==> src/rtl/ex_stage.sv <==
// Execute stage + EX/MEM register; optional iterative multu with HI/LO (EX_MULT_EN).
// Latency: one negedge from capture to EX/MEM outputs; multu stalls 32 enabled cycles.
// Backpressure: hit low freezes all state; stall (registered) holds the upstream IF/ID and ID/EX.
module ex_stage #(
   parameter int WIDTH = 32
) (
   input  logic             CLK,
   input  logic             RST,
   input  logic             hit,
   input  logic [WIDTH-1:0] readData1,
   input  logic [WIDTH-1:0] readData2,
   input  logic [WIDTH-1:0] signExImmediate,
   input  logic             regDst,
   input  logic             aluSrc,
   input  logic             memToReg,
   input  logic             regWrite,
   input  logic             memRead,
   input  logic             memWrite,
   input  logic             branch,
   input  logic [2:0]       aluOp,
   input  logic [4:0]       rt,
   input  logic [4:0]       rd,
   input  logic [5:0]       funct,
   input  logic [WIDTH-1:0] nextPc,
   output logic [WIDTH-1:0] aluResultOut,
   output logic [WIDTH-1:0] writeDataOut,
   output logic [4:0]       writeRegOut,
   output logic [WIDTH-1:0] branchTargetOut,
   output logic             zeroOut,
   output logic             memToRegOut,
   output logic             regWriteOut,
   output logic             memReadOut,
   output logic             memWriteOut,
   output logic             branchOut,
   output logic             stall
);

   logic [WIDTH-1:0] opB;
   logic [WIDTH-1:0] aluResult;
   logic             isMultu;
   logic             busy;

`ifdef EX_MULT_EN
   localparam int CW = $clog2(WIDTH);
   localparam logic [CW-1:0] LAST_STEP = CW'(WIDTH - 1);

   typedef enum logic {IDLE, BUSY} mulState_t;

   mulState_t          state, stateNext;
   logic [CW-1:0]      stepCnt;
   logic [2*WIDTH-1:0] mcand;
   logic [WIDTH-1:0]   mplier;
   logic [2*WIDTH-1:0] acc;
   logic [2*WIDTH-1:0] accNext;
   logic [WIDTH-1:0]   hiReg;
   logic [WIDTH-1:0]   loReg;

   assign busy = (state == BUSY);
`else
   assign busy = 1'b0;
`endif

   assign stall = busy;

   always_comb begin
      opB       = aluSrc ? signExImmediate : readData2;
      aluResult = '0;
      isMultu   = 1'b0;
      case (aluOp)
         3'b000, 3'b111: aluResult = readData1 + opB;
         3'b001:         aluResult = readData1 - opB;
         3'b010: begin
            case (funct)
               6'h20:   aluResult = readData1 + opB;
               6'h22:   aluResult = readData1 - opB;
               6'h24:   aluResult = readData1 & opB;
               6'h25:   aluResult = readData1 | opB;
               6'h27:   aluResult = ~(readData1 | opB);
               6'h2A:   aluResult = {{(WIDTH-1){1'b0}}, $signed(readData1) < $signed(opB)};
`ifdef EX_MULT_EN
               6'h10:   aluResult = hiReg;
               6'h12:   aluResult = loReg;
               6'h19:   isMultu   = 1'b1;
`endif
               default: aluResult = '0;
            endcase
         end
         3'b011:  aluResult = readData1 & opB;
         3'b100:  aluResult = readData1 | opB;
         3'b101:  aluResult = {{(WIDTH-1){1'b0}}, $signed(readData1) < $signed(opB)};
         3'b110:  aluResult = opB << 16;
         default: aluResult = '0;
      endcase
   end

   // EX/MEM register: bubbles while the multiplier owns the stage, data fields hold.
   always_ff @(negedge CLK) begin
      if (RST) begin
         aluResultOut    <= '0;
         writeDataOut    <= '0;
         writeRegOut     <= '0;
         branchTargetOut <= '0;
         zeroOut         <= 1'b0;
         memToRegOut     <= 1'b0;
         regWriteOut     <= 1'b0;
         memReadOut      <= 1'b0;
         memWriteOut     <= 1'b0;
         branchOut       <= 1'b0;
      end else if (hit) begin
         if (busy) begin
            zeroOut     <= 1'b0;
            memToRegOut <= 1'b0;
            regWriteOut <= 1'b0;
            memReadOut  <= 1'b0;
            memWriteOut <= 1'b0;
            branchOut   <= 1'b0;
         end else begin
            aluResultOut    <= aluResult;
            writeDataOut    <= readData2;
            writeRegOut     <= regDst ? rd : rt;
            branchTargetOut <= nextPc + (signExImmediate << 2);
            zeroOut         <= (aluResult == '0);
            memToRegOut     <= memToReg;
            regWriteOut     <= regWrite & ~isMultu;
            memReadOut      <= memRead & ~isMultu;
            memWriteOut     <= memWrite & ~isMultu;
            branchOut       <= branch & ~isMultu;
         end
      end
   end

`ifdef EX_MULT_EN
   assign accNext = acc + (mplier[0] ? mcand : '0);

   always_comb begin
      stateNext = state;
      case (state)
         IDLE:    if (hit && isMultu) stateNext = BUSY;
         BUSY:    if (hit && stepCnt == LAST_STEP) stateNext = IDLE;
         default: stateNext = IDLE;
      endcase
   end

   // One shift-add step per enabled edge, multiplier consumed LSB first.
   always_ff @(negedge CLK) begin
      if (RST) begin
         state   <= IDLE;
         stepCnt <= '0;
         mcand   <= '0;
         mplier  <= '0;
         acc     <= '0;
         hiReg   <= '0;
         loReg   <= '0;
      end else if (hit) begin
         state <= stateNext;
         if (state == IDLE) begin
            if (isMultu) begin
               mcand   <= {{WIDTH{1'b0}}, readData1};
               mplier  <= opB;
               acc     <= '0;
               stepCnt <= '0;
            end
         end else begin
            acc     <= accNext;
            mcand   <= mcand << 1;
            mplier  <= mplier >> 1;
            stepCnt <= stepCnt + 1'b1;
            if (stepCnt == LAST_STEP) begin
               hiReg <= accNext[2*WIDTH-1:WIDTH];
               loReg <= accNext[WIDTH-1:0];
            end
         end
      end
   end
`endif

endmodule

==> config.mk <==
export PLATFORM = sky130hd
export DESIGN_NAME = ex_stage
export DESIGN_NICKNAME = d
export VERILOG_FILES = /design/src/rtl/ex_stage.sv
export SDC_FILE = /design/constraint.sdc
export NUM_CORES = 1
export LEC_CHECK = 0
export CAP_MARGIN = 30
export CORE_MARGIN = 2
export CORE_UTILIZATION = 25
export CTS_CLUSTER_SIZE = 14
export DETAILED_ROUTE_END_ITERATION = 8
export GPL_TIMING_DRIVEN = 0
export PLACE_DENSITY_LB_ADDON = 0.15
export SYNTH_ARGS = -nofsm -noshare
export SYNTH_HDL_FRONTEND = slang
export SYNTH_SLANG_ARGS = --single-unit
==> constraint.sdc <==
create_clock -name CLK -period 5.9 [get_ports CLK]
set_input_delay 0.885 -clock CLK [delete_from_list [all_inputs] [get_ports CLK]]
set_output_delay 0.885 -clock CLK [all_outputs]
set_load 0.005 [all_outputs]
==> results.json <==
{
  "synth_fp_nets": 1908,
  "worstSetupEndpoint": "zeroOut",
  "setup_viol": 37,
  "critical_path.max_stage_delay_ps": 520,
  "cts.path.max_buffers": 2,
  "cts_inserted_buffers": 9,
  "ff2ff_setup_slack_ps": 4960,
  "nNetsFinal": 2428,
  "final_max_slew_viol_count": 0,
  "start_kind": "input pin",
  "worstHoldPathType": "register to register",
  "initial_utilization_pct": 25.2,
  "wl_per_cell_um": 23.0,
  "final_cell_mix": "215 x clkdlybuf4s50_1, 210 x nor2_1, 199 x inv_1",
  "overflow": 0,
  "wl_met2_um": 29700,
  "power_density_nw_per_um2": 192,
  "grt_pass1_vias": 14979,
  "highest_layer": "met5",
  "synth.top_cell.area_share_pct": 17.5,
  "cts_tree": "built",
  "place_ws_ps": -3210,
  "r2r_start": "branchTargetOut[28]",
  "die_h_um": 225,
  "avgSynthCellArea_sq_um": 7.55,
  "finalHoldViolCount": 0,
  "final.setup.tns_ps": -27390,
  "violations": "negative setup slack",
  "syn_area_sq_um": 12200,
  "p_leak_nw": 8.41,
  "whs_ps": 465,
  "worstRegToRegCells": 2,
  "slowest_stage": "or4_4",
  "synth_edf_count": 0,
  "vias_per_cell": 5.34,
  "route.detailed.drc": 0,
  "drive_above_1_share_pct": 25.4,
  "drt-initial-drc-count": 1049,
  "final_common_cell": "clkdlybuf4s50_1",
  "worstReg2RegEnd": "branchTargetOut[28]",
  "ant_nets": 0,
  "yosysUniqueCellTypes": 102,
  "maxCapViolCount": 0,
  "wl_met3_um": 5250,
  "rows": 81,
  "root_buffer": "clkbuf_16",
  "htree_num_levels": 3,
  "port_buffers": 258,
  "cpLargestDelayFamily": "simple AND/OR/NAND/NOR gates",
  "path_buf_inv": 4,
  "relSlewSlack_pct": 41.7,
  "cp-startpoint": "aluSrc",
  "place_inst": 2501,
  "die_w_um": 225,
  "ys_ff_latch": 107,
  "cp_cell_sequence": "clkbuf_16 -> clkbuf_16 -> mux2i_4 -> inv_2 -> ha_4 -> fa_2 -> a21o_4 -> a221oi_4 -> buf_4 -> a31oi_2 -> nand2b_4 -> xnor2_1 -> nor2_1 -> o31a_1 -> nor4_2 -> nand4_1 -> or4_4 -> nor3_4 -> a32o_1",
  "num_io_pins": 265,
  "clkSlewWorstSetupHoldPaths_ps": 30,
  "end_kind": "register",
  "synth_ff_type": "dfxtp_1",
  "coreArea_sq_um": 48600,
  "critPathKind": "input pin to register",
  "final-instance-count-excl-fill": 2770,
  "cts.sinks": 107,
  "postLayoutCoreUtil_pct": 40.5,
  "rsz0062_at_grt": "true",
  "fin_skew_ps": 0,
  "status": "finished with violations",
  "yosysTopAreaCell": "dfxtp_1",
  "num_vias": 14786,
  "syn_inst": 1621,
  "clk_latency_ps": 430,
  "dp_hpwl_um": 49000,
  "grt_start_max_net_pins": 19,
  "path_depth": 19,
  "cp.arrival_ps": 5140,
  "worstMarginPinSlew_ps": 869,
  "syn2layout_area_growth_pct": 61.1,
  "grt_first_pass_wirelength_um": 92800,
  "ys_warn_count": 0,
  "yosysSeqAreaShare_pct": 17.5,
  "critPathRequiredTime_ps": 3320,
  "antenna_found_initial": 3,
  "setup_ws_ps": -1820,
  "synthArstFlopShare_pct": 0,
  "crit_top_cell": "clkbuf_16",
  "wl_met1_um": 26700,
  "dieArea_sq_um": 50800,
  "synth_area_leaders": "dfxtp_1 17%, ha_1 13%, mux2i_1 8.2%",
  "ir_worst_vdd_v": 0.000138,
  "first_pass_iters": 6,
  "place_congestion": 0.914,
  "track_usage_pct": 24.6,
  "crit_fanout": 5,
  "finalWirelength_um": 63600
}
## metrics by stage
step	total power, mW	instance area (sq um)
2_1_floorplan	1.86	12700
3_3_place_gp	2.47	16100
3_5_place_dp	2.47	16100
4_1_cts	3.67	19000
5_1_grt	4.04	19700
6_report	3.79	19700
## cells by family (layout without fill, tap and decap cells)
kind of cell	Yosys count	in the layout	share of synthesized area, %
and+or+nand+nor	512	512	19.5
adders and majority gates	130	130	13.5
buffers and inverters	198	723	7.37
other	1	3	0.0306
muxes	109	109	9.04
xor gates and xnor gates	72	72	5.15
DFF	107	107	17.5
AOI/OAI and AO/OA	492	492	28.0
## worst min path at each step
stage                   startpoint                  end  slack (ps)  depth (start not counted)
2_1_floorplan  branchTargetOut[20]  branchTargetOut[20]         460                          2
3_3_place_gp               zeroOut              zeroOut         450                          1
3_5_place_dp               zeroOut              zeroOut         460                          1
4_1_cts                    zeroOut              zeroOut         470                          1
5_1_grt            aluResultOut[2]      aluResultOut[2]         500                          2
6_report                   zeroOut              zeroOut         470                          1
## sequential cells by signal, summed over array words and instances (netlist names)
name             cells
memToRegOut          1
regWriteOut          1
writeRegOut          5
zeroOut              1
branchTargetOut     32
aluResultOut        32
writeDataOut        32
branchOut            1
memReadOut           1
memWriteOut          1
## Yosys cell counts (all sizes together), types with 8 or more instances
cell,number
o21ai,83
nor3,34
dfxtp,107
or2,9
a221oi,15
a22oi,18
ha,127
xor2,16
or3,10
o31ai,11
o21a,14
a21oi,129
o22ai,9
a211oi,47
mux2i,100
a21o,36
nor2b,15
inv,101
nand3,34
and3,13
nor2,229
nand2,98
mux2,9
buf,29
a31oi,8
clkbuf,66
nor4,11
nand2b,13
o21bai,14
a22o,16
xnor2,56
nand4,10
o221ai,12
o211ai,13
## worst register-to-register path: stages (launching register included)
cell and delay (ps):
dfxtp_1 300, a32o_1 210, a311o_1 310
## metal layers
layer | vias to the layer above | track usage, %
li1 | 6909 | -
met1 | 7131 | 30.2
met2 | 627 | 40.1
met3 | 115 | 7.11
met4 | 4 | 10.0
met5 | - | 0
## cell type report
type                    instances  area, sq um
multi-input cells            1316        11200
clock inverters               114          492
inverters                     102          393
well taps                     622          778
plain buffers                  89          624
diodes                          2         5.00
flip-flops and latches        107         2140
clock buffers                   9          225
fillers                      5038        28900
repair buffers                409         3850
## power by group
| part | internal (mW) | total (mW) | switching (mW) |
|---|---|---|---|
| clock network | 0.434 | 0.964 | 0.530 |
| logic | 0.926 | 2.00 | 1.07 |
| registers | 0.789 | 0.825 | 0.0364 |
| total | 2.15 | 3.79 | 1.64 |
## timing repair
| item | 4_1_cts | 5_1_grt |
|---|---|---|
| gates resized for setup | 337 | 127 |
| hold buffers | 0 | 0 |
| endpoints found under the hold margin | 0 | 0 |
| cloned | 1 | 0 |
| endpoints found under the setup margin | 57 | 42 |
| setup buffers | 110 | 41 |
| pin swaps | 114 | 74 |
Note: power is estimated with default switching activity, not from simulation.
